### src/rtl/amem_seq.sv
// Write/readout sequencer for a circular switched-cap sample array: rolling writes, trigger-frozen
// PRE/POST window, per-cell ADC conversion handshake and valid/ready streaming of the codes.
module amem_seq #(
   parameter int NCELL  = 64,
   parameter int AW     = 6,
   parameter int PRE    = 8,
   parameter int POST   = 16,
   parameter int NREAD  = 32,
   parameter int SETTLE = 3,
   parameter int DW     = 12
) (
   input  logic          clk,
   input  logic          rst,
   input  logic          en,
   input  logic          trig,
   output logic          wr_en,
   output logic [AW-1:0] wr_addr,
   output logic          rd_en,
   output logic [AW-1:0] rd_addr,
   output logic          adc_start,
   input  logic          adc_done,
   input  logic [DW-1:0] adc_data,
   output logic          out_valid,
   input  logic          out_ready,
   output logic [DW-1:0] out_data,
   output logic          out_last,
   output logic          busy,
   output logic          trig_miss
);

   localparam int KW = (NREAD > 1) ? $clog2(NREAD) : 1;
   localparam int SW = (SETTLE > 1) ? $clog2(SETTLE) : 1;
   localparam int PW = (POST > 1) ? $clog2(POST) : 1;
   localparam int FW = AW + 1;

   typedef enum logic [2:0] {
      S_IDLE,
      S_SAMPLE,
      S_POST,
      S_RD_SETTLE,
      S_RD_CONV,
      S_RD_OUT
   } state_t;

   state_t          state_q, state_d;
   logic [AW-1:0]   wr_ptr_q, wr_ptr_d;
   logic [FW-1:0]   fill_q, fill_d;
   logic [AW-1:0]   trig_addr_q, trig_addr_d;
   logic [PW-1:0]   post_cnt_q, post_cnt_d;
   logic [SW-1:0]   settle_cnt_q, settle_cnt_d;
   logic [KW-1:0]   k_q, k_d;
   logic [DW-1:0]   out_data_q, out_data_d;
   logic            out_valid_q, out_valid_d;
   logic            out_last_q, out_last_d;
   logic            adc_start_q, adc_start_d;
   logic            trig_miss_q, trig_miss_d;
   logic            trig_ok;
   logic            last_word;
   logic [AW-1:0]   rd_calc;

   // A trigger is only usable once the PRE cells before it hold fresh samples.
   assign trig_ok   = (state_q == S_SAMPLE) && (fill_q >= FW'(PRE));
   assign last_word = (k_q == KW'(NREAD - 1));
   assign rd_calc   = trig_addr_q - AW'(PRE) + AW'(k_q);

   always_comb begin
      state_d      = state_q;
      wr_ptr_d     = wr_ptr_q;
      fill_d       = fill_q;
      trig_addr_d  = trig_addr_q;
      post_cnt_d   = post_cnt_q;
      settle_cnt_d = settle_cnt_q;
      k_d          = k_q;
      out_data_d   = out_data_q;
      out_valid_d  = out_valid_q;
      out_last_d   = out_last_q;
      adc_start_d  = 1'b0;
      trig_miss_d  = trig && en && !trig_ok;

      case (state_q)
         S_IDLE: begin
            fill_d = '0;
            if (en) state_d = S_SAMPLE;
         end
         S_SAMPLE: begin
            wr_ptr_d = wr_ptr_q + AW'(1);
            if (fill_q != FW'(NCELL)) fill_d = fill_q + FW'(1);
            if (trig && trig_ok) begin
               trig_addr_d = wr_ptr_q;
               post_cnt_d  = '0;
               state_d     = S_POST;
            end else if (!en) begin
               state_d = S_IDLE;
            end
         end
         S_POST: begin
            wr_ptr_d = wr_ptr_q + AW'(1);
            if (post_cnt_q == PW'(POST - 1)) begin
               k_d          = '0;
               settle_cnt_d = '0;
               state_d      = S_RD_SETTLE;
            end else begin
               post_cnt_d = post_cnt_q + PW'(1);
            end
         end
         S_RD_SETTLE: begin
            if (settle_cnt_q == SW'(SETTLE - 1)) begin
               adc_start_d = 1'b1;
               state_d     = S_RD_CONV;
            end else begin
               settle_cnt_d = settle_cnt_q + SW'(1);
            end
         end
         S_RD_CONV: begin
            if (adc_done) begin
               out_data_d  = adc_data;
               out_valid_d = 1'b1;
               out_last_d  = last_word;
               state_d     = S_RD_OUT;
            end
         end
         S_RD_OUT: begin
            // Next conversion waits for acceptance so out_data never changes under backpressure.
            if (out_ready) begin
               out_valid_d = 1'b0;
               out_last_d  = 1'b0;
               if (!last_word) begin
                  k_d          = k_q + KW'(1);
                  settle_cnt_d = '0;
                  state_d      = S_RD_SETTLE;
               end else begin
                  fill_d   = '0;
                  wr_ptr_d = trig_addr_q + AW'(POST + 1);
                  state_d  = en ? S_SAMPLE : S_IDLE;
               end
            end
         end
         default: state_d = S_IDLE;
      endcase
   end

   always_ff @(posedge clk) begin
      if (rst) begin
         state_q      <= S_IDLE;
         wr_ptr_q     <= '0;
         fill_q       <= '0;
         trig_addr_q  <= '0;
         post_cnt_q   <= '0;
         settle_cnt_q <= '0;
         k_q          <= '0;
         out_data_q   <= '0;
         out_valid_q  <= 1'b0;
         out_last_q   <= 1'b0;
         adc_start_q  <= 1'b0;
         trig_miss_q  <= 1'b0;
      end else begin
         state_q      <= state_d;
         wr_ptr_q     <= wr_ptr_d;
         fill_q       <= fill_d;
         trig_addr_q  <= trig_addr_d;
         post_cnt_q   <= post_cnt_d;
         settle_cnt_q <= settle_cnt_d;
         k_q          <= k_d;
         out_data_q   <= out_data_d;
         out_valid_q  <= out_valid_d;
         out_last_q   <= out_last_d;
         adc_start_q  <= adc_start_d;
         trig_miss_q  <= trig_miss_d;
      end
   end

   assign wr_en     = (state_q == S_SAMPLE) || (state_q == S_POST);
   assign wr_addr   = wr_ptr_q;
   assign rd_en     = (state_q == S_RD_SETTLE) || (state_q == S_RD_CONV);
   assign rd_addr   = rd_en ? rd_calc : '0;
   assign busy      = (state_q == S_POST) || (state_q == S_RD_SETTLE) ||
                      (state_q == S_RD_CONV) || (state_q == S_RD_OUT);
   assign adc_start = adc_start_q;
   assign out_valid = out_valid_q;
   assign out_data  = out_data_q;
   assign out_last  = out_last_q;
   assign trig_miss = trig_miss_q;

endmodule

### config.mk
export PLATFORM = sky130hd
export DESIGN_NAME = amem_seq
export DESIGN_NICKNAME = d
export VERILOG_FILES = /design/src/rtl/amem_seq.sv
export SDC_FILE = /design/constraint.sdc
export NUM_CORES = 1
export LEC_CHECK = 0
export ABC_CLOCK_PERIOD_IN_PS = 3500
export CELL_PAD_IN_SITES_DETAIL_PLACEMENT = 0
export CELL_PAD_IN_SITES_GLOBAL_PLACEMENT = 1
export CORE_MARGIN = 5
export CORE_UTILIZATION = 40
export CTS_CLUSTER_SIZE = 28
export DETAILED_ROUTE_END_ITERATION = 7
export PLACE_DENSITY_LB_ADDON = 0.1
export SYNTH_ARGS = -nofsm -noshare
export SYNTH_HDL_FRONTEND = slang
export SYNTH_SLANG_ARGS = --single-unit
### constraint.sdc
create_clock -name clk -period 3.5 [get_ports clk]
set_input_delay 0.7 -clock clk [delete_from_list [all_inputs] [get_ports clk]]
set_output_delay 0.7 -clock clk [all_outputs]
set_load 0.02 [all_outputs]
==> results of run 1 <==
## how the worst max path moves through the flow
| stage | slack [ns] | cells after the start | to |
|---|---|---|---|
| 4_1_cts | 0.23 | 8 | rd_addr[5] |
| 2_1_floorplan | 0.87 | 7 | rd_addr[5] |
| 3_3_place_gp | 0.40 | 8 | rd_addr[5] |
| 3_5_place_dp | 0.32 | 8 | rd_addr[5] |
| 5_1_grt | 0.11 | 8 | rd_addr[5] |
| 6_report | 0.26 | 8 | rd_addr[5] |
## cell type report
type | instances | area (sq um) | area share, %
sequential | 49 | 981 | 29.3
clock buffer | 5 | 68.8 | 2.05
clock inverter | 3 | 68.8 | 2.05
tap | 80 | 100 | 2.99
inverter | 18 | 67.6 | 2.02
timing repair buffer | 52 | 509 | 15.2
multi-input combinational | 246 | 1560 | 46.4
## stage by stage
stage	cells	setup slack [ns]	area, sq um
5_1_grt	453	0.113	3350
2_1_floorplan	330	0.868	2700
3_3_place_gp	445	0.397	3210
4_1_cts	453	0.228	3350
6_report	453	0.259	3350
3_5_place_dp	445	0.325	3210
## repair_timing
| item | in CTS | in global routing |
|---|---|---|
| gates resized for setup | 1 | 0 |
| hold buffers | 0 | 0 |
| endpoints found under the setup margin | 1 | 0 |
| buffers inserted | 0 | 0 |
## metal layers
layer	global-route usage (%)	up-vias	wire (microns)
met1	22.4	1089	3250
met3	4.92	4	398
met4	3.71	0	55
li1	-	1255	-
met2	24.2	42	2760
met5	0	-	0
## power groups by stage
stage	Sequential [uW]	Combinational, uW	Clock [uW]
finish	584	144	484
global route	587	162	533
floorplan	599	85.5	0
CTS	584	146	505
global placement	597	144	0
detailed placement	597	145	0
## state kept, by name, summed over array words and instances (netlist names)
signal,cells
out_data,12
fill_q,7
trig_addr_q,6
wr_addr,6
k_q,5
post_cnt_q,4
state_q,3
settle_cnt_q,2
adc_start,1
out_last,1
out_valid,1
trig_miss,1
## worst reg2reg max path: cells and delay by family, from the launching register on
| kind | cells | cell delay [ns] |
|---|---|---|
| flip-flops | 1 | 0.40 |
| AO/OA/AOI/OAI | 2 | 0.46 |
| AND/OR/NAND/NOR | 3 | 0.92 |
| adder cells (fa/ha/maj) | 2 | 0.44 |
## logic make-up after synthesis
group	count (synthesis)	share of synthesized area, %
AND/OR/NAND/NOR	125	23.1
buffers and inverters	35	6.03
multiplexers	3	1.11
XOR/XNOR	15	4.87
AO/OA/AOI/OAI	85	19.9
adder cells (fa/ha/maj)	18	8.62
flip-flops	49	36.3
## placed cells by master (no fill, tap or decap), drive strengths merged, types with 4 or more instances in the layout
master and instances:
a21oi 39, nand3b 4, xor2 5, xnor2 10
nand2 55, or4 6, ha 17, nor2b 5
o31ai 4, buf 4, nor2 12, clkbuf 5
clkdlybuf4s50 47, nand3 16, dfxtp 49, a211oi 5
nor3 9, inv 19, o21ai 14
==> impl_metrics.csv, run 1 <==
group,metric,value,unit
run_status,status,"complete, no violations",
synthesis,synth_ff_type,"dfxtp_1",
synthesis,ys_warn_count,0,
layout,postLayoutCoreUtil,50.1,%
layout,antenna_cells,0,
layout,fin_nets,408,
min_path,min_delay_path_depth,2,
synthesis,async_reset_ff_share,0,%
synthesis,yosysTopAreaCell,"dfxtp_1",
timing,maxSlewHeadroom,57.8,%
critical_path,slowest_delay,0.44,ns
pwr,comb_power_share,11.9,%
critical_path,end_kind,"output port",
routing,first_iter_violations,158,
floorplanning,core-area,6680,sq um
critical_path,critPathBufInv,1,
critical_path,rr_worst_depth,7,
floorplanning,die_h,92.1,microns
synthesis,syn_avg_cell_area,8.18,sq um
synthesis,ys_top_cells_by_count,"nand2_1, dfxtp_1, a21oi_1",
routing,vias,2390,
place,post-dp-hpwl,4670,microns
floorplanning,rows,30,
critical_path,timing.setup.critical_path_class,"reg -> out",
timing,hold_viol_final,0,
pwr,switching_share,24.0,%
critical_path,cpMostUsedCell,"ha_1",
critical_path,cp_max_fo,5,
timing,whs,0.457,ns
floorplanning,die_area,8490,sq um
routing,drc_errors,0,
cts,worst_setup_hold_path_clk_slew,0.10,ns
critical_path,path_cells,"ha_1 -> ha_1 -> fa_1 -> a21o_1 -> a21oi_1 -> xnor2_1 -> nor2_1 -> dlygate4sd2_1",
timing,tns,0,ns
cts,cts_root_buf,"clkbuf_8",
critical_path,arrival,2.54,ns
critical_path,critPathRequiredTime,2.80,ns
timing,layout_min_cycle_time,3.24,ns
timing,final.setup_skew,0.00749,ns
run,cap_violations,0,
place,place.gp.congestion,0.759,
synthesis,synth.most_common_cell,"nand2_1",
synthesis,netlist.area_leader.share,36.3,%
synthesis,synthTopCellsByArea,"dfxtp_1, ha_1, nand2_1",
timing,drv_slew,0,
synthesis,synth.distinct_cells,53,
synthesis,netlist_area,2700,sq um
layout,drive_gt1_share,5.09,%
grt,grt.total_usage,16.0,%
layout,syn2layout_area_growth,24.2,%
timing,rsz0062_at_grt,"false",
grt,globalRouteOverflowTotal,0,
timing,tightest_slew,0.631,ns
routing,antenna_left,0,
floorplanning,initial_core_util,40.4,%
min_path,hold_path.class,"reg -> reg",
routing,routed_wl,6470,microns
synthesis,synth-seq-cells,49,
pwr,clkPwrFrac,39.9,%
cts,clkLatencyLatePin,0.30,ns
pwr,total_power,1210,uW
critical_path,startpoint,"trig_addr_q[1]",
synthesis,synth_nets,366,
pwr,leakagePower,0.00123,uW
grt,antenna_found_initial,0,
pwr,p_int,921,uW
critical_path,startpoint_type,"register",
critical_path,critical_path.top_delay_family,"adder cells",
critical_path,r2r_end,"fill_q[6]",
timing,min_period_over_period,92.6,%
routing,wire_per_inst,14.3,microns
critical_path,r2r_start,"k_q[0]",
grt,grt_first_pass_wirelength,11200,microns
min_path,hold_start,"out_data[4]",
routing,first_pass_iters,4,
cts,cts_tree,"built",
cts,clkSinkCount,49,
critical_path,cp_slowest_cell,"dfxtp_1",
grt,grt_max_degree,41,
pwr,power-per-cell-area,362,nW/um^2
cts,cts.path.max_buffers,2,
synthesis,yosysSeqAreaShare,36.3,%
pwr,seq_power_share,48.2,%
routing,via_per_inst,5.28,
place,portBuffers,48,
cts,cts_max_level,2,
layout,nFillCells,675,
pwr,ir_drop,0.000177,V
min_path,holdPathEnd,"out_data[4]",
synthesis,syn_inst,330,
timing,fmax,0.309,GHz
floorplanning,die_w,92.1,microns
cts,cts_buffers,5,
synthesis,synth_edf_count,0,
pwr,p_sw,291,uW
floorplanning,pin_count,49,
critical_path,rrSetupSlack,1.21,ns
grt,first_global_vias,2264,
timing,setup_viol,0,
Note: power is estimated with default switching activity, not from simulation.
==> inputs of run 2 (changes only) <==
Settings changed: CORE_MARGIN 5 to 3.
==> run 2 against run 1 <==
  * Global-route usage rose by 1.7 points
  * Power fell by 5.1%
  * Clock power fell by 12%
  * Core utilization rose by 1.4 points
  * Sequential power barely moved
  * Clock skew rose by 0.0038 ns
  * Non-clock buffer count did not move
  * Die area fell by 8.5%
  * Register-to-register slack barely moved
  * Worst hold slack improved by 0.0020 ns
  * Final area fell by 0.63%
  * Fmax rose by 3.1%
  * Critical path type unchanged
  * Highest routed layer unchanged
==> impl_metrics.csv, run 2 (same netlist as run 1, synthesis figures left out) <==
group,metric,value,unit
min_path,hold_path.class,"reg -> reg",
critical_path,timing.setup.critical_path_class,"reg -> out",
cts,cts_setup_buffers,0,
routing,vias,2410,
floorplanning,pin_count,49,
cts,cts_max_level,2,
routing,drc_errors,0,
run_status,status,"complete, no violations",
floorplanning,die_area,7770,sq um
place,portBuffers,48,
place,pre_cts_ws,0.355,ns
pwr,power-per-cell-area,346,nW/um^2
layout,syn2layout_area_growth,23.4,%
place,placed_cells,442,
critical_path,path_cells,"ha_1 -> ha_1 -> a21o_1 -> a21oi_1 -> xor2_1 -> nor2_1 -> clkdlybuf4s50_1",
grt,globalRouteOverflowTotal,0,
timing,final.setup_skew,0.0113,ns
cts,clkLatencyLatePin,0.30,ns
cts,post_cts_resized,0,
pwr,leakagePower,0.00124,uW
cts,cts_tree,"built",
cts,clkSinkCount,49,
routing,antenna_left,0,
critical_path,cpMostUsedCell,"ha_1",
layout,largest_reg_flops,12,
critical_path,arrival,2.44,ns
layout,drive_gt1_share,4.83,%
routing,first_iter_violations,138,
pwr,total_power,1150,uW
cts,worst_setup_hold_path_clk_slew,0.09,ns
timing,tightest_slew,0.546,ns
layout,fin_area,3330,sq um
timing,setup_slack,0.357,ns
floorplanning,core-area,6460,sq um
cts,cts_hold_buf,0,
layout,fin_cells,450,
routing,wire_per_inst,14.5,microns
timing,setup_viol,0,
critical_path,startpoint_type,"register",
cts,cts_buffers,5,
floorplanning,rows,29,
run,cap_violations,0,
grt,grt_first_pass_wirelength,10700,microns
grt,grt.total_usage,17.7,%
layout,final_cell_mix,"nand2_1, dfxtp_1, clkdlybuf4s50_1",
critical_path,rrSetupSlack,1.21,ns
place,place_area,3210,sq um
routing,via_per_inst,5.36,
floorplanning,die_h,88.1,microns
place,post-dp-hpwl,4780,microns
routing,first_pass_iters,4,
critical_path,cp_max_fo,6,
layout,antenna_cells,0,
critical_path,end_kind,"output port",
timing,drv_slew,0,
timing,fmax,0.318,GHz
cts,cts.path.max_buffers,2,
grt,grt_max_degree,41,
critical_path,critical_path.top_delay_family,"adder cells",
floorplanning,die_w,88.1,microns
pwr,ir_drop,0.000203,V
place,place.gp.congestion,0.824,
timing,hold_viol_final,0,
layout,fin_nets,408,
floorplanning,initial_core_util,41.8,%
critical_path,cp_slowest_cell,"clkdlybuf4s50_1",
layout,final_common_cell,"nand2_1",
grt,antenna_found_initial,0,
routing,routed_wl,6530,microns
critical_path,critPathRequiredTime,2.80,ns
critical_path,slowest_delay,0.60,ns
critical_path,critPathBufInv,1,
timing,rsz0062_at_grt,"false",
timing,min_period_over_period,89.8,%
timing,tns,0,ns
cts,cts_root_buf,"clkbuf_8",
timing,layout_min_cycle_time,3.14,ns
grt,first_global_vias,2166,
timing,maxSlewHeadroom,62.6,%
## run 2: changes by cell type in the layout (fill, tap and decap cells not counted), sizes merged
cell          before  now
bufinv             2    1
clkbuf             5    7
dlygate4sd2        1    0
dlymetal6s2s       0    1
inv               19   18
## run 2: layout make-up
| cell class | instances | area, sq um |
|---|---|---|
| clock buffer | 7 | 86.3 |
| clock inverter | 1 | 30.0 |
| fill | 632 | 3130 |
| inverter | 18 | 67.6 |
| multi-input combinational | 246 | 1560 |
| sequential | 49 | 981 |
| tap | 77 | 96.3 |
| timing repair buffer | 52 | 513 |
## run 2: worst reg2reg max path, delay by kind of cell (launching register included)
kind | cells | cell delay, ns
compound gates | 2 | 0.46
fa+ha+maj | 2 | 0.43
flops | 1 | 0.40
simple gates | 3 | 0.93
## run 2: report_power, final
part           switching, uW  total (uW)  internal, uW
Sequential              16.9         584           568
Clock                    191         425           233
Combinational           76.0         142          65.9
Total                    284        1150           867
## run 2: routing by layer
layer	GRT usage [%]	vias to the layer above	part of all wire, %
li1	-	1254	-
met1	24.2	1100	49
met2	26.9	49	43
met3	4.89	7	5.7
met4	6.32	0	1.8
met5	0	-	0
## run 2: final timing paths
path                        from           to  depth (start not counted)
setup / recovery  trig_addr_q[2]   rd_addr[4]                          7
hold reg to reg      out_data[3]  out_data[3]                          2
hold / removal       out_data[3]  out_data[3]                          2
setup reg to reg          k_q[0]    fill_q[6]                          7
## run 2: through the flow
stage | util, % | hold slack (ns)
5_1_grt | 51.5 | 0.481
4_1_cts | 51.5 | 0.461
6_report | 51.5 | 0.459
3_5_place_dp | 49.7 | 0.447
2_1_floorplan | - | 0.453
3_3_place_gp | 49.7 | 0.442
